### src/rtl/mem_port_arbiter.sv
// mem_port_arbiter
// Shares one single-ported, fixed-latency memory between instruction fetch
// and the MEM stage. Each access is issued from IDLE, then waits LAT-1
// cycles in WAIT and completes with a one-cycle valid pulse.
// The issue and completion cycles are decided combinationally so the
// memory strobe and returned data line up with the macro's timing.
// Optional feature: define MEM_ARB_STARVE_GUARD_EN to let fetch win after
// STARVE_MAX consecutive data grants that were issued while fetch was waiting.

module mem_port_arbiter #(
  parameter int WIDTH      = 32,
  parameter int LAT        = 2,
  parameter int STARVE_MAX = 4
) (
  input  logic             clk,
  input  logic             rst,
  input  logic             if_req,
  input  logic [WIDTH-1:0] if_addr,
  output logic [WIDTH-1:0] if_rdata,
  output logic             if_valid,
  input  logic             d_req,
  input  logic             d_we,
  input  logic [WIDTH-1:0] d_addr,
  input  logic [WIDTH-1:0] d_wdata,
  output logic [WIDTH-1:0] d_rdata,
  output logic             d_valid,
  output logic             stall_F,
  output logic             stall_MEM,
  output logic             mem_en,
  output logic             mem_we,
  output logic [WIDTH-1:0] mem_addr,
  output logic [WIDTH-1:0] mem_wdata,
  input  logic [WIDTH-1:0] mem_rdata
);

  typedef enum logic {
    IDLE = 1'b0,
    WAIT = 1'b1
  } state_t;

  // Wait-cycle preset: the completion cycle is the one where the count is zero.
  localparam logic [2:0] LAT_M1 = 3'(LAT - 1);

  state_t     state_r;
  logic [2:0] cnt_r;
  logic       owner_d_r;   // 1 = data port owns the access in flight
  logic       owner_we_r;  // access in flight is a store
  logic       grant_d_s;
  logic       grant_f_s;
  logic       starve_hit_s;
  logic       issue_s;
  logic       done_s;

`ifdef MEM_ARB_STARVE_GUARD_EN
  logic [2:0] starve_r;

  assign starve_hit_s = ({29'd0, starve_r} >= 32'(STARVE_MAX));

  // Count data grants taken while fetch waits; any fetch grant clears it.
  always_ff @(posedge clk or negedge rst) begin
    if (!rst) begin
      starve_r <= 3'd0;
    end else if (issue_s && grant_f_s) begin
      starve_r <= 3'd0;
    end else if (issue_s && grant_d_s && if_req && (starve_r != 3'd7)) begin
      starve_r <= starve_r + 3'd1;
    end else begin
      starve_r <= starve_r;
    end
  end
`else
  assign starve_hit_s = 1'b0;
`endif

  // Pick a winner: data is older in the pipeline, unless fetch is being starved.
  always_comb begin
    grant_d_s = 1'b0;
    grant_f_s = 1'b0;
    if (d_req && if_req) begin
      if (starve_hit_s) begin
        grant_f_s = 1'b1;
      end else begin
        grant_d_s = 1'b1;
      end
    end else if (d_req) begin
      grant_d_s = 1'b1;
    end else if (if_req) begin
      grant_f_s = 1'b1;
    end else begin
      grant_d_s = 1'b0;
      grant_f_s = 1'b0;
    end
  end

  // Reset gates the issue so the memory sees no strobe while rst is low.
  assign issue_s = rst && (state_r == IDLE) && (d_req || if_req);
  assign done_s  = (state_r == WAIT) && (cnt_r == 3'd0);

  // Drive the memory port with the winner's request in the issue cycle only.
  always_comb begin
    mem_en    = 1'b0;
    mem_we    = 1'b0;
    mem_addr  = '0;
    mem_wdata = '0;
    if (issue_s) begin
      mem_en = 1'b1;
      if (grant_d_s) begin
        mem_we    = d_we;
        mem_addr  = d_addr;
        mem_wdata = d_wdata;
      end else begin
        mem_we    = 1'b0;
        mem_addr  = if_addr;
        mem_wdata = '0;
      end
    end else begin
      mem_en = 1'b0;
    end
  end

  // Completion: pulse the owner's valid and pass memory data straight through.
  always_comb begin
    if_valid = done_s && !owner_d_r;
    d_valid  = done_s && owner_d_r;
    if_rdata = '0;
    d_rdata  = '0;
    if (if_valid) begin
      if_rdata = mem_rdata;
    end else begin
      if_rdata = '0;
    end
    if (d_valid && !owner_we_r) begin
      d_rdata = mem_rdata;
    end else begin
      d_rdata = '0;
    end
  end

  assign stall_F   = if_req & ~if_valid;
  assign stall_MEM = d_req & ~d_valid;

  // Access sequencer: latch the owner at issue, count down, return to IDLE.
  always_ff @(posedge clk or negedge rst) begin
    if (!rst) begin
      state_r    <= IDLE;
      cnt_r      <= 3'd0;
      owner_d_r  <= 1'b0;
      owner_we_r <= 1'b0;
    end else begin
      case (state_r)
        IDLE: begin
          if (issue_s) begin
            owner_d_r  <= grant_d_s;
            owner_we_r <= grant_d_s & d_we;
            cnt_r      <= LAT_M1;
            state_r    <= WAIT;
          end else begin
            state_r <= IDLE;
          end
        end
        WAIT: begin
          if (cnt_r == 3'd0) begin
            state_r <= IDLE;
          end else begin
            cnt_r <= cnt_r - 3'd1;
          end
        end
        default: begin
          state_r <= IDLE;
          cnt_r   <= 3'd0;
        end
      endcase
    end
  end

endmodule

### config.mk
export PLATFORM = sky130hd
export DESIGN_NAME = mem_port_arbiter
export DESIGN_NICKNAME = d
export VERILOG_FILES = /design/src/rtl/mem_port_arbiter.sv
export SDC_FILE = /design/constraint.sdc
export NUM_CORES = 1
export LEC_CHECK = 0
export CORE_AREA = 2 2 104 106
export CTS_CLUSTER_DIAMETER = 200
export DETAILED_ROUTE_END_ITERATION = 16
export DIE_AREA = 0 0 106 108
export GPL_ROUTABILITY_DRIVEN = 1
export GPL_TIMING_DRIVEN = 0
export PLACE_DENSITY = 0.73
export REMOVE_ABC_BUFFERS = 1
export SLEW_MARGIN = 20
export SYNTH_ARGS = -nofsm -noshare
export SYNTH_HDL_FRONTEND = slang
export SYNTH_SLANG_ARGS = --single-unit
### constraint.sdc
create_clock -name clk -period 3.1 [get_ports clk]
set_input_delay 0.62 -clock clk [delete_from_list [all_inputs] [get_ports clk]]
set_output_delay 0.62 -clock clk [all_outputs]
set_load 0.005 [all_outputs]
==> results.tsv <==
metric	value	unit
cts_tree	done	
die_area	11400	um2
yosys_warnings	0	
rrSetupSlack	1.69	ns
routed_via_density	3.92	
worstRegToRegCells	6	
setup_violations	0	
port_buffers	266	
clock-root-buffer	clkbuf_8	
cap_violations	0	
grt_pass1_wl	11400	um
ant_nets	0	
start_util	0.150	
r2r-end	cnt_r[0]$_DFFE_PN0P_	
rsz0062_at_grt	false	
ys_seq_area_frac	0.0976	
grt_pass1_vias	2347	
clk_latency	0.22	ns
dp_hpwl	6460	um
outcome	finished, final reports clean	
drive_gt1_frac	0.0323	
syn_inst	210	
placed_cell_area	4240	um2
cp.required	2.48	ns
worst-setup-path-type	register to output pin	
fin_util	0.420	
grtUsageTotal	0.123	
hold_class	input pin to asynchronous set/reset pin	
slew_viol_final	0	
cts.reportedPaths.clkPinSlew	0.04	ns
cts_buffer_depth	2	
avgRoutedWirePerCell	12.8	um
design_area	4300	um2
arrival	2.33	ns
core_area	10200	um2
synth_area_leader_cell	and2_1	
syn-cell-area	1540	um2
antenna_found_initial	0	
period_needed	2.95	ns
worstSetupStartpointType	register	
cts_buffers	3	
synth.top_cell.area_share	0.398	
die_w	106	um
die_h	108	um
htreeDepth	1	
crit_fanout	34	
hold_viol	0	
ir_drop	0.175	mV
fin_cells	601	
syn_area_per_cell	7.33	um2
skew	0.00187	ns
grt_overflow	0	
drtPass1Iterations	4	
wl	7680	um
cts_sinks	6	
p_leak	1.72	nW
ios	267	
vias	2357	
tightest_slew	0.608	ns
tns	0	ns
drc_errors	0	
synth_top_cells_by_area	and2_1 40%, mux2i_1 21%, dfrtp_1 9.8%, nor2_1 8.0%, buf_6 6.6%	
num_antenna_cells	0	
cts_hold_buf	0	
min_period_over_period	0.952	
area_delta_synth_final	180	%
r2r-start	cnt_r[0]$_DFFE_PN0P_	
slew_headroom	0.593	
synth.distinct_cells	22	
whs	0.408	ns
fin_nets	602	
synth_seq_cells	6	
crit_path_end_kind	output pin	
gp_congestion	0.713	
dp.cells	597	
p_per_area	290	nW/um2
rows	37	
grt_max_degree	35	
fmax	339	MHz
drt_iter0_markers	54	
-- through the flow --
step / power (mW) / setup WS (ns)
6_report: 1.25 / 0.149
3_5_place_dp: 1.13 / -0.142
4_1_cts: 1.27 / 0.103
3_3_place_gp: 1.11 / -1.58
2_1_floorplan: 0.491 / 1.18
5_1_grt: 1.35 / 0.0104
-- cells in the mapped netlist --
cell type  count
nand2b_1       1
nor2b_1        1
and3b_4        1
mux2i_1       32
nand2_1        4
inv_2          1
nor2_1        33
ha_1           2
clkbuf_2       2
a21oi_1        1
dfrtp_1        6
inv_1          4
and2_4         1
a21o_1         2
buf_4          5
nand3_2        1
nor2_4         2
buf_6          9
nor2b_2        1
o21ai_4        1
and2_1        98
o22ai_1        2
-- registers in the layout, indices dropped and copies added (netlist names) --
| register | flops |
|---|---|
| cnt_r | 3 |
| owner_d_r | 1 |
| state_r | 1 |
| owner_we_r | 1 |
-- layer usage --
layer  track usage  wire length (um)  vias to the layer above
li1              -                 -                     1180
met1         0.126              2740                     1015
met2         0.238              3940                      158
met3        0.0500               954                        4
met4        0.0188                51                        0
met5             0                 0                        -
-- worst max path at each step --
stage | startpoint | endpoint | cells past startpoint
finish | cnt_r[0]$_DFFE_PN0P_ | if_rdata[30] | 7
global placement | d_req | mem_addr[1] | 4
CTS | cnt_r[0]$_DFFE_PN0P_ | if_rdata[30] | 7
floorplan | cnt_r[0]$_DFFE_PN0P_ | if_rdata[0] | 6
detailed placement | rst | mem_addr[1] | 5
global route | cnt_r[0]$_DFFE_PN0P_ | if_rdata[30] | 7
-- layout make-up --
type	count	area, um2
Inverter	5	18.8
Tap cell	136	170
Fill cell	1023	5930
Timing Repair Buffer	267	2680
Multi-Input combinational cell	184	1240
Sequential cell	6	150
Clock buffer	3	41.3
-- where the power goes --
group | switching (mW) | leakage (nW) | internal, mW
clock network | 0.0301 | 0.0216 | 0.0831
registers | 0.0354 | 0.0729 | 0.118
logic | 0.359 | 1.63 | 0.623
-- critical path, cell delays in order, from the launching register on --
cell and delay (ns):
dfrtp_1 0.35, inv_1 0.09, ha_1 0.15, ha_2 0.20, nand2_1 0.09, nor2_4 0.47, and2_1 0.25, clkdlybuf4s50_1 0.51
-- cell families after synthesis --
| kind of cell | Yosys count | synth area share |
|---|---|---|
| adder cells (fa/ha/maj) | 2 | 0.0163 |
| AO/OA/AOI/OAI | 6 | 0.0317 |
| AND/OR/NAND/NOR | 143 | 0.537 |
| flip-flops | 6 | 0.0976 |
| buffers and inverters | 21 | 0.109 |
| multiplexers | 32 | 0.208 |
-- placed cells by master (no fill, tap or decap), drive strengths merged --
cell / n
a21o: 2
inv: 5
nand3: 1
nor2b: 2
a21oi: 1
ha: 2
dlygate4sd2: 1
and3b: 1
and2: 99
nand2: 4
o22ai: 2
nor2: 35
clkbuf: 3
mux2i: 32
o21ai: 2
buf: 2
dfrtp: 6
nand2b: 1
clkdlybuf4s50: 264
-- timing repair --
| item | 4_1_cts | 5_1_grt |
|---|---|---|
| endpoints found under the setup margin | 33 | 8 |
| setup buffers | 0 | 0 |
| hold endpoints to repair | 0 | 0 |
| resized for setup | 3 | 1 |
| pin swaps | 0 | 2 |
| gates cloned | 1 | 0 |
Power figures use the tool's default switching activity.
